**config.mk**
```make
export PLATFORM = sky130hd
export DESIGN_NAME = ram_burst_reader
export DESIGN_NICKNAME = d
export VERILOG_FILES = /design/src/rtl/ram_rd_pkg.sv /design/src/rtl/ram_rd_skid_buf.sv /design/src/rtl/ram_burst_reader.sv
export SDC_FILE = /design/constraint.sdc
export NUM_CORES = 1
export LEC_CHECK = 0
export CORE_ASPECT_RATIO = 0.8
export CORE_MARGIN = 2
export CORE_UTILIZATION = 25
export DETAILED_ROUTE_END_ITERATION = 10
export SLEW_MARGIN = 40
export SYNTH_ARGS = -nofsm -noshare
export SYNTH_HDL_FRONTEND = slang
export SYNTH_HIERARCHICAL = 1
export SYNTH_SLANG_ARGS = --single-unit
```
**constraint.sdc**
```tcl
create_clock -name clk -period 4.1 [get_ports clk]
set_clock_uncertainty 0.15 [all_clocks]
set_input_delay 1.025 -clock clk [delete_from_list [all_inputs] [get_ports clk]]
set_output_delay 1.025 -clock clk [all_outputs]
set_load 0.01 [all_outputs]
```
**src/rtl/ram_rd_pkg.sv**
```systemverilog
// ============================================================================
// Module  : ram_rd_pkg
// Brief   : Shared types, constants and read-credit helper for ram_burst_reader.
// Revision: 1.0 - initial release
// ============================================================================
`default_nettype none

package ram_rd_pkg;

  typedef enum logic [1:0] {
    RD_IDLE  = 2'd0,
    RD_READ  = 2'd1,
    RD_DRAIN = 2'd2
  } rd_state_t;

  localparam int RD_BUF_DEPTH = 2;

  // A new read may only be launched if its data is guaranteed a buffer slot.
  function automatic logic rd_can_issue(
    input logic [1:0] buffered,
    input logic       in_flight,
    input logic       pop
  );
    logic [2:0] total;
    total = {1'b0, buffered} + {2'b00, in_flight};
    return (total <= 3'd1) || pop;
  endfunction

endpackage

`default_nettype wire

```
**src/rtl/ram_rd_skid_buf.sv**
```systemverilog
// ============================================================================
// Module  : ram_rd_skid_buf
// Brief   : Two-entry FIFO with push input, valid/ready output and occupancy.
// Revision: 1.0 - initial release
// ============================================================================
`default_nettype none

module ram_rd_skid_buf
  import ram_rd_pkg::*;
#(
  parameter int WIDTH = 9
) (
  input  logic             clk,
  input  logic             rst_n,
  input  logic             i_push,
  input  logic [WIDTH-1:0] i_data,
  output logic             o_valid,
  input  logic             i_ready,
  output logic [WIDTH-1:0] o_data,
  output logic [1:0]       o_count
);

  logic [WIDTH-1:0] r_mem [RD_BUF_DEPTH];
  logic             r_wr_ptr;
  logic             r_rd_ptr;
  logic [1:0]       r_count;
  logic             w_pop;
  logic             w_push;

  assign o_valid = (r_count != 2'd0);
  assign o_data  = r_mem[r_rd_ptr];
  assign o_count = r_count;
  assign w_pop   = o_valid && i_ready;
  // The issuer's credit check already prevents overflow; this guard only protects storage.
  assign w_push  = i_push && ((r_count != 2'(RD_BUF_DEPTH)) || w_pop);

  always_ff @(posedge clk or negedge rst_n) begin
    if (!rst_n) begin
      for (int i = 0; i < RD_BUF_DEPTH; i++) begin
        r_mem[i] <= '0;
      end
      r_wr_ptr <= 1'b0;
      r_rd_ptr <= 1'b0;
      r_count  <= 2'd0;
    end else begin
      if (w_push) begin
        r_mem[r_wr_ptr] <= i_data;
        r_wr_ptr        <= ~r_wr_ptr;
      end
      if (w_pop) begin
        r_rd_ptr <= ~r_rd_ptr;
      end
      case ({w_push, w_pop})
        2'b10:   r_count <= r_count + 2'd1;
        2'b01:   r_count <= r_count - 2'd1;
        default: r_count <= r_count;
      endcase
    end
  end

endmodule

`default_nettype wire

```
**src/rtl/ram_burst_reader.sv**
```systemverilog
// ============================================================================
// Module  : ram_burst_reader
// Brief   : Burst read master for RAM port B with valid/ready output stream.
//           Optional running XOR checksum enabled by RAM_RD_CHECKSUM_EN.
// Revision: 1.0 - initial release
// ============================================================================
`default_nettype none

module ram_burst_reader
  import ram_rd_pkg::*;
#(
  parameter int ADDR_WIDTH = 8,
  parameter int DATA_WIDTH = 8,
  parameter int LEN_WIDTH  = ADDR_WIDTH + 1
) (
  input  logic                  clk,
  input  logic                  rst_n,
  input  logic                  start,
  input  logic [ADDR_WIDTH-1:0] base_addr,
  input  logic [LEN_WIDTH-1:0]  len,
  output logic                  busy,
  output logic                  done,
  output logic [ADDR_WIDTH-1:0] addr_b,
  input  logic [DATA_WIDTH-1:0] rdata_b,
  output logic                  m_valid,
  input  logic                  m_ready,
  output logic [DATA_WIDTH-1:0] m_data,
  output logic                  m_last
`ifdef RAM_RD_CHECKSUM_EN
  ,
  output logic [DATA_WIDTH-1:0] checksum
`endif
);

  rd_state_t             r_state;
  rd_state_t             w_state_nxt;
  logic [ADDR_WIDTH-1:0] r_next_addr;
  logic [ADDR_WIDTH-1:0] r_addr_hold;
  logic [LEN_WIDTH-1:0]  r_remaining;
  logic                  r_inflight;
  logic                  r_inflight_last;
  logic                  r_done;
  logic                  w_issue;
  logic                  w_last_issue;
  logic                  w_done_nxt;
  logic                  w_pop;
  logic                  w_start_accept;
  logic                  w_buf_valid;
  logic [DATA_WIDTH:0]   w_buf_data;
  logic [1:0]            w_buf_count;

  assign w_start_accept = (r_state == RD_IDLE) && start;
  assign w_pop          = w_buf_valid && m_ready;
  assign w_last_issue   = w_issue && (r_remaining == LEN_WIDTH'(1));

  always_ff @(posedge clk or negedge rst_n) begin
    if (!rst_n) begin
      r_state <= RD_IDLE;
    end else begin
      r_state <= w_state_nxt;
    end
  end

  always_comb begin
    w_state_nxt = r_state;
    w_issue     = 1'b0;
    w_done_nxt  = 1'b0;
    case (r_state)
      RD_IDLE: begin
        if (start) begin
          if (len != '0) begin
            w_state_nxt = RD_READ;
          end else begin
            w_done_nxt = 1'b1;
          end
        end
      end
      RD_READ: begin
        w_issue = rd_can_issue(w_buf_count, r_inflight, w_pop);
        if (w_issue && (r_remaining == LEN_WIDTH'(1))) begin
          w_state_nxt = RD_DRAIN;
        end
      end
      RD_DRAIN: begin
        if (w_pop && m_last) begin
          w_state_nxt = RD_IDLE;
          w_done_nxt  = 1'b1;
        end
      end
      default: w_state_nxt = RD_IDLE;
    endcase
  end

  // The issued address goes straight to the RAM so its data lands one edge later.
  assign addr_b = w_issue ? r_next_addr : r_addr_hold;

  always_ff @(posedge clk or negedge rst_n) begin
    if (!rst_n) begin
      r_next_addr     <= '0;
      r_addr_hold     <= '0;
      r_remaining     <= '0;
      r_inflight      <= 1'b0;
      r_inflight_last <= 1'b0;
      r_done          <= 1'b0;
    end else begin
      if (w_start_accept) begin
        r_next_addr <= base_addr;
        r_remaining <= len;
      end else if (w_issue) begin
        r_addr_hold <= r_next_addr;
        r_next_addr <= r_next_addr + ADDR_WIDTH'(1);
        r_remaining <= r_remaining - LEN_WIDTH'(1);
      end
      r_inflight      <= w_issue;
      r_inflight_last <= w_last_issue;
      r_done          <= w_done_nxt;
    end
  end

  ram_rd_skid_buf #(
    .WIDTH (DATA_WIDTH + 1)
  ) u_buf (
    .clk     (clk),
    .rst_n   (rst_n),
    .i_push  (r_inflight),
    .i_data  ({r_inflight_last, rdata_b}),
    .o_valid (w_buf_valid),
    .i_ready (m_ready),
    .o_data  (w_buf_data),
    .o_count (w_buf_count)
  );

  assign m_valid = w_buf_valid;
  assign m_data  = w_buf_data[DATA_WIDTH-1:0];
  assign m_last  = w_buf_data[DATA_WIDTH];
  assign busy    = (r_state != RD_IDLE);
  assign done    = r_done;

`ifdef RAM_RD_CHECKSUM_EN
  logic [DATA_WIDTH-1:0] r_checksum;

  always_ff @(posedge clk or negedge rst_n) begin
    if (!rst_n) begin
      r_checksum <= '0;
    end else if (w_start_accept) begin
      r_checksum <= '0;
    end else if (w_pop) begin
      r_checksum <= r_checksum ^ m_data;
    end
  end

  assign checksum = r_checksum;
`endif

endmodule

`default_nettype wire

```
=== Word level (Yosys, flattened, before mapping) ===
Cells that the tools add are included.

* Input port bits: 29
* Register bits: 52

* Bitwise logic cells: 4
* Order comparisons: 4
* Eq/ne operators: 10
* Add/sub/neg operators: 5
* Reductions and logical operators: 16
* Multiplexer cells: 22

{| class="wikitable"
|+ Operator list
! kind !! count
|-
| 9-bit two-way mux || 6
|-
| 8-bit two-way mux || 3
|-
| 18-bit bitwise mux || 1
|-
| 9-bit demux with 1-bit select || 1
|-
| 9-bit by 1-bit equality test with 1-bit output, second input constant || 1
|-
| 9-bit nonzero test || 1
|-
| 9-bit by 1-bit subtractor with 9-bit output, second input constant || 1
|-
| 8-bit by 1-bit adder with 8-bit output, second input constant || 1
|-
| 2-bit two-way mux || 4
|-
| 2-bit != test, second input constant || 4
|-
| 2-bit nonzero test || 4
|-
| 1-bit logical AND || 7
|-
| 2-bit one-hot mux with 3 select lines || 1
|-
| 2-bit by 1-bit equality test with 1-bit output, second input constant || 2
|-
| 2-bit equality test, second input constant || 2
|-
| 2-bit greater-or-equal comparator, second input constant || 2
|-
| 1-bit two-way mux || 4
|-
| 1-bit NOT with 2-bit output || 2
|-
| 2-bit one-hot mux with 2 select lines || 1
|-
| 4-bit AND reduction || 1
|-
| 2-bit by 1-bit adder with 3-bit output || 1
|-
| 3-bit by 1-bit less-or-equal comparator with 1-bit output, second input constant || 1
|-
| 2-bit by 1-bit adder with 2-bit output, second input constant || 1
|-
| 2-bit logical NOT || 1
|-
| 6 further kinds || 8
|}

=== Longest topological paths before layout ===
* Word-level depth: 7
* Mapped depth: 10

=== Hierarchy ===
Netlist, hierarchy kept.

{| class="wikitable"
|+ By module, submodules not included
! module !! cells an instance !! times used !! area each (µm²)
|-
| ram_burst_reader || 185 || 1 || 1682.9
|-
| ram_rd_skid_buf || 65 || 1 || 1018.5
|}

=== Worst setup path before layout ===
Ideal clock, no wire load.

* Path kind: reg-to-output
* Start: register u_buf.r_count[0], in the netlist u_buf/o_count[0]
* End: output port addr_b[2]
* Path buffers: 3
* Cell stages (with the launch flop): 10
* Data arrival time: 2.316 ns
* Required time: 2.925 ns
* Setup slack: 0.609 ns
* Cells stage by stage: dfrtp_1 -> ha_1 -> inv_1 -> ha_1 -> or3b_1 -> a31o_2 -> buf_2 -> buf_2 -> clkbuf_1 -> o21ai_0

* Word-level cells in the longest chain between the ends: 5

{| class="wikitable"
|+ Ends and longest elaborated chain
! what !! RTL line !! source
|-
| start, declared || ram_rd_skid_buf.sv:26 || <nowiki>logic [1:0] r_count;</nowiki>
|-
| start signal, assigned || ram_rd_skid_buf.sv:54 || <nowiki>2'b10: r_count <= r_count + 2'd1;</nowiki>
|-
| start signal, assigned || ram_rd_skid_buf.sv:55 || <nowiki>2'b01: r_count <= r_count - 2'd1;</nowiki>
|-
| start signal, assigned || ram_rd_skid_buf.sv:56 || <nowiki>default: r_count <= r_count;</nowiki>
|-
| 2-bit by 1-bit adder with 3-bit output / 2-bit nonzero test (equally long branches) || ram_rd_pkg.sv:25, ram_rd_skid_buf.sv:30 ||
|-
| 3-bit by 1-bit less-or-equal comparator with 1-bit output / 1-bit logical AND (equally long branches) || ram_rd_pkg.sv:26, ram_burst_reader.sv:53 ||
|-
| 1-bit logical OR (*) || ram_rd_pkg.sv:26 || <nowiki>return (total <= 3'd1) || pop;</nowiki>
|-
| 1-bit two-way mux (*) || ram_burst_reader.sv:68 || <nowiki>case (r_state)</nowiki>
|-
| 8-bit two-way mux (*) || n/a ||
|-
| end, declared || ram_burst_reader.sv:23 || <nowiki>output logic [ADDR_WIDTH-1:0] addr_b,</nowiki>
|}

Every way passes the cells marked *; elsewhere a longest branch is shown, timed or not.

=== Worst setup path after layout ===
* Start: register r_inflight
* End: output port addr_b[1]

* Word-level cells in the longest chain between the ends: 5

{| class="wikitable"
|+ Ends and longest elaborated chain
! what !! RTL line !! source
|-
| start, declared || ram_burst_reader.sv:40 || <nowiki>logic r_inflight;</nowiki>
|-
| start signal, assigned || ram_burst_reader.sv:114 || <nowiki>r_inflight <= w_issue;</nowiki>
|-
| 2-bit by 1-bit adder with 3-bit output || ram_rd_pkg.sv:25 || <nowiki>total = {1'b0, buffered} + {2'b00, in_flight};</nowiki>
|-
| 3-bit by 1-bit less-or-equal comparator with 1-bit output || ram_rd_pkg.sv:26 ||
|-
| 1-bit logical OR || ram_rd_pkg.sv:26 ||
|-
| 1-bit two-way mux || ram_burst_reader.sv:68 ||
|-
| 8-bit two-way mux || n/a ||
|}

Every way passes these cells.

==> impl_metrics.prom <==
# TYPE chip_impl_metric gauge
chip_impl_info{name="status",value="complete, no violations"} 1
chip_impl_metric{name="yosysSeqAreaShare",unit="%"} 48.17
chip_impl_metric{name="muxShareOfSynthArea",unit="%"} 14.17
chip_impl_metric{name="grt_antenna_before_repair",unit=""} 0
chip_impl_metric{name="start_util",unit="%"} 25.96
chip_impl_metric{name="post_synth_fa_ha_maj_area_fraction",unit="%"} 3.705
chip_impl_metric{name="power_frac_seq",unit="%"} 29.9
chip_impl_metric{name="grt_max_degree",unit=""} 34
chip_impl_metric{name="total_clock_buffers_created_by_cts",unit=""} 5
chip_impl_metric{name="syn-instance-count",unit=""} 250
chip_impl_metric{name="net_switching",unit="mW"} 1.186
chip_impl_metric{name="timing.reg2reg.setup_slack",unit="ns"} 1.29
chip_impl_info{name="crit_path_start_kind",value="register"} 1
chip_impl_info{name="layout.cells.most_common",value="sky130_fd_sc_hd__dfrtp_1"} 1
chip_impl_metric{name="drc_errors",unit=""} 0
chip_impl_metric{name="yosys_warnings",unit=""} 6
chip_impl_metric{name="multiInputGateArea",unit="um2"} 1341
chip_impl_metric{name="post-route-util",unit="%"} 34.68
chip_impl_info{name="path_class",value="reg2out"} 1
chip_impl_metric{name="post_synth_and_or_nand_nor_area_fraction",unit="%"} 17.55
chip_impl_metric{name="1st_iter_drt_viols",unit=""} 70
chip_impl_info{name="synth-main-ff-cell",value="sky130_fd_sc_hd__dfrtp_1"} 1
chip_impl_metric{name="postSynthRegisterBits",unit=""} 52
chip_impl_metric{name="timing.fmax",unit="MHz"} 252.8
chip_impl_info{name="cpMaxStageDelayCell",value="sky130_fd_sc_hd__clkdlybuf4s50_1"} 1
chip_impl_metric{name="synthesis.area",unit="um2"} 2701
chip_impl_metric{name="total_leakage_power",unit="nW"} 1.673
chip_impl_info{name="synth_top_family_by_area",value="simple AND/OR/NAND/NOR gates"} 1
chip_impl_metric{name="crit_path_max_fanout",unit=""} 13
chip_impl_info{name="clk_root_buffer_cell",value="sky130_fd_sc_hd__clkbuf_16"} 1
chip_impl_metric{name="syn-num-nets",unit=""} 287
chip_impl_info{name="critical-path-top-delay-family",value="buffers and inverters"} 1
chip_impl_metric{name="fraction_of_final_layout_cells_sized_beyond_drive_strength_1",unit="%"} 20.20
chip_impl_metric{name="first_global_vias",unit=""} 2154
chip_impl_metric{name="netSwitchingFraction",unit="%"} 37.13
chip_impl_metric{name="dieHeight",unit="um"} 96.98
chip_impl_metric{name="power_per_cell_area",unit="nW/um2"} 885.0
chip_impl_metric{name="wire_length_of_the_first_global_routing_pass",unit="mm"} 10.78
chip_impl_metric{name="syn-mean-instance-area",unit="um2"} 10.81
chip_impl_metric{name="io_pins",unit=""} 49
chip_impl_metric{name="port-buffer-count",unit=""} 48
chip_impl_metric{name="report.final.setup_viol",unit=""} 0
chip_impl_info{name="path_cells",value="ha_1 > inv_1 > ha_1 > or3b_1 > a31o_4 > clkinv_1 > buf_6 > nand2_1 > nand2_1 > clkdlybuf4s50_1"} 1
chip_impl_metric{name="sequential_cell_area",unit="um2"} 1303
chip_impl_metric{name="report.final.slew_viol_count",unit=""} 0
chip_impl_metric{name="die_width",unit="um"} 120.2
chip_impl_metric{name="die_area",unit="um2"} 11660
chip_impl_metric{name="placed_cells",unit=""} 436
chip_impl_metric{name="critical_path_buf_inv_count",unit=""} 4
chip_impl_metric{name="synth_xor_area_share",unit="%"} 1.621
chip_impl_metric{name="flow.area_growth_from_synthesis",unit="%"} 33.58
chip_impl_info{name="mostFrequentLayoutCells",value="51 x sky130_fd_sc_hd__dfrtp_1, 44 x sky130_fd_sc_hd__nand2_1, 42 x sky130_fd_sc_hd__clkdlybuf4s50_1"} 1
chip_impl_metric{name="stdcell_count",unit=""} 447
chip_impl_metric{name="tritonroute_pass_1_iters",unit=""} 4
chip_impl_metric{name="clk_path_buf_depth",unit=""} 2
chip_impl_metric{name="clk_latency",unit="ns"} 0.29
chip_impl_metric{name="detailedPlacementHpwl",unit="mm"} 4.469
chip_impl_metric{name="worst-endpoint-required",unit="ns"} 2.92
chip_impl_metric{name="drtAntennaViolNets",unit=""} 0
chip_impl_metric{name="relSlewSlack",unit="%"} 50.03
chip_impl_metric{name="netlist-cell-type-count",unit=""} 51
chip_impl_metric{name="grtUsageTotal",unit="%"} 11.47
chip_impl_metric{name="via_per_inst",unit=""} 4.667
chip_impl_metric{name="place_congestion",unit=""} 0.7682
chip_impl_metric{name="synth_enable_flop_cells",unit=""} 0
chip_impl_metric{name="p_int",unit="mW"} 2.008
chip_impl_metric{name="period_share",unit="%"} 96.49
chip_impl_metric{name="wire_per_inst",unit="um"} 14.11
chip_impl_metric{name="combPwrFrac",unit="%"} 54.6
chip_impl_metric{name="drt_wl_total",unit="mm"} 6.306
chip_impl_metric{name="globalRouteOverflowTotal",unit=""} 0
chip_impl_metric{name="drv.max_cap_violation_count",unit=""} 0
chip_impl_info{name="critPathCaptureType",value="output port"} 1
chip_impl_metric{name="compound_gate_portion_of_the_synthesized_area",unit="%"} 11.86
chip_impl_metric{name="core_area",unit="um2"} 10410
chip_impl_metric{name="cts.htree.levels",unit=""} 2
chip_impl_metric{name="cp.arrival",unit="ns"} 2.78
chip_impl_metric{name="cts_hold_buf",unit=""} 0
chip_impl_metric{name="finalWorstPathRequiredPeriod",unit="ns"} 3.956
chip_impl_metric{name="tritoncts_num_sinks",unit=""} 52
chip_impl_metric{name="antenna_cell_count",unit=""} 0
chip_impl_metric{name="ir_worst_vdd",unit="mV"} 0.3487
chip_impl_metric{name="pwr-share-clk",unit="%"} 15.5
chip_impl_metric{name="critical_path.max_stage_delay",unit="ns"} 0.53
chip_impl_metric{name="report.final.hold_viol_count",unit=""} 0
chip_impl_metric{name="via_count_of_the_routed_design",unit=""} 2086
chip_impl_metric{name="num_rows",unit=""} 33
chip_impl_metric{name="worstMarginPinSlew",unit="ns"} 0.7487
chip_impl_info{name="clock_tree_from_tritoncts",value="yes"} 1
chip_impl_info{name="timing.hold.worst.class",value="reg2reg"} 1
chip_impl_metric{name="fin_tns_setup",unit="ns"} 0
chip_impl_metric{name="synth_async_sr_flop_share",unit="%"} 100.0
chip_impl_metric{name="num-nets-final",unit=""} 343
chip_impl_metric{name="layout.filler_cells",unit=""} 1078
chip_impl_metric{name="clk_transition_reported_paths",unit="ns"} 0.07
[flip-flops by register name, summed over array words and instances (netlist names)]
signal,count
u_buf/r_wr_ptr,1
r_state,2
r_inflight,1
u_buf/o_count,2
r_inflight_last,1
r_next_addr,8
r_addr_hold,8
done,1
r_remaining,9
u_buf/r_mem,18
u_buf/r_rd_ptr,1
[Yosys cell counts, types with 2 or more instances]
| cell type | number | area, um2 |
|---|---|---|
| sky130_fd_sc_hd__and2_1 | 2 | 12.51 |
| sky130_fd_sc_hd__inv_1 | 7 | 26.28 |
| sky130_fd_sc_hd__nor3_1 | 3 | 15.01 |
| sky130_fd_sc_hd__a21o_1 | 4 | 30.03 |
| sky130_fd_sc_hd__nand3_1 | 9 | 45.04 |
| sky130_fd_sc_hd__a211o_1 | 6 | 52.55 |
| sky130_fd_sc_hd__nor2_1 | 8 | 30.03 |
| sky130_fd_sc_hd__a21oi_1 | 5 | 25.02 |
| sky130_fd_sc_hd__or2_2 | 2 | 12.51 |
| sky130_fd_sc_hd__ha_1 | 8 | 100.1 |
| sky130_fd_sc_hd__nor4_1 | 2 | 12.51 |
| sky130_fd_sc_hd__xnor2_1 | 3 | 26.28 |
| sky130_fd_sc_hd__a32o_1 | 2 | 20.02 |
| sky130_fd_sc_hd__or3_1 | 3 | 18.77 |
| sky130_fd_sc_hd__clkbuf_1 | 4 | 15.01 |
| sky130_fd_sc_hd__nor3b_2 | 2 | 25.02 |
| sky130_fd_sc_hd__mux2i_1 | 3 | 30.03 |
| sky130_fd_sc_hd__o31ai_1 | 4 | 30.03 |
| sky130_fd_sc_hd__nand2b_1 | 3 | 18.77 |
| sky130_fd_sc_hd__xor2_1 | 2 | 17.52 |
| sky130_fd_sc_hd__dfrtp_1 | 52 | 1301 |
| sky130_fd_sc_hd__mux2_4 | 10 | 150.1 |
| sky130_fd_sc_hd__and3_1 | 3 | 18.77 |
| sky130_fd_sc_hd__buf_2 | 3 | 15.01 |
| sky130_fd_sc_hd__o21ai_0 | 11 | 55.05 |
| sky130_fd_sc_hd__a221o_1 | 3 | 30.03 |
| sky130_fd_sc_hd__nand4_1 | 2 | 12.51 |
| sky130_fd_sc_hd__nand2_1 | 44 | 165.2 |
| sky130_fd_sc_hd__mux2_2 | 18 | 202.7 |
[worst paths after layout]
kind                                       startpoint                            to  depth (start not counted)
max                              r_inflight$_DFF_PN0_                     addr_b[1]                         10
min                        r_addr_hold[6]$_DFFE_PN0N_    r_addr_hold[6]$_DFFE_PN0N_                          2
max reg2reg                      r_inflight$_DFF_PN0_    r_remaining[3]$_DFFE_PN0P_                         10
min reg2reg                r_addr_hold[6]$_DFFE_PN0N_    r_addr_hold[6]$_DFFE_PN0N_                          2
max in group asynchronous                       rst_n  u_buf/o_count[0]$_DFFE_PN0P_                          2
min in group asynchronous                       rst_n   u_buf/r_mem[11]$_DFFE_PN0P_                          1
[power by group through the flow]
stage                     Sequential (mW)  Clock [mW]  Combinational [mW]
after floorplan                     0.889           0                1.14
after global placement              0.953           0                1.68
after detailed placement            0.964           0                1.72
after CTS                           0.957       0.511                1.74
after global routing                0.996       0.535                1.94
final                               0.955       0.495                1.74
[cell type report]
type                    count  share of cell area, %
multi-input cells         181                  37.17
flip-flops and latches     52                  36.10
repair buffers             58                  16.12
well taps                 140                  4.854
clock buffers               6                  3.849
clock inverters             2                  1.075
inverters                   8                 0.8322
[per-stage QoR]
stage          worst slack [ns]  hold WS, ns  cell area [um2]  total power, mW
2_1_floorplan            0.6093       0.2887             2701            2.029
3_3_place_gp             0.1946       0.3046             3373            2.630
3_5_place_dp             0.1789       0.3070             3379            2.682
4_1_cts                 0.02006       0.3247             3558            3.206
5_1_grt               -0.001610       0.3539             3608            3.470
6_report                 0.1440       0.3183             3608            3.193
[timing repair]
item | CTS | global route
pin swaps | 0 | 0
endpoints found under the hold margin | 0 | 0
endpoints found under the setup margin | 1 | 7
buffers inserted | 0 | 3
gates resized for setup | 1 | 7
[routing by layer]
layer / share of wire (%) / wire length [um] / track usage [%] / up-vias
met1: 49 / 3082 / 16.86 / 1021
met5: 0 / 0 / 0 / -
met2: 45 / 2825 / 17.31 / 55
met3: 6.0 / 377 / 3.007 / 3
met4: 0.33 / 21 / 1.610 / 0
li1: - / - / - / 1007
[cell families after synthesis]
kind of cell             after synthesis
AND/OR/NAND/NOR                       93
flip-flops                            52
AO/OA/AOI/OAI                         44
multiplexers                          31
buffers and inverters                 17
adder cells (fa/ha/maj)                8
XOR/XNOR                               5
[tightest hold or removal path, stage by stage, from the launching register on]
cell,delay (ns)
sky130_fd_sc_hd__dfrtp_1,0.32
sky130_fd_sc_hd__nand2_1,0.06
sky130_fd_sc_hd__nand2_1,0.06
Note: power is estimated with default switching activity, not from simulation.
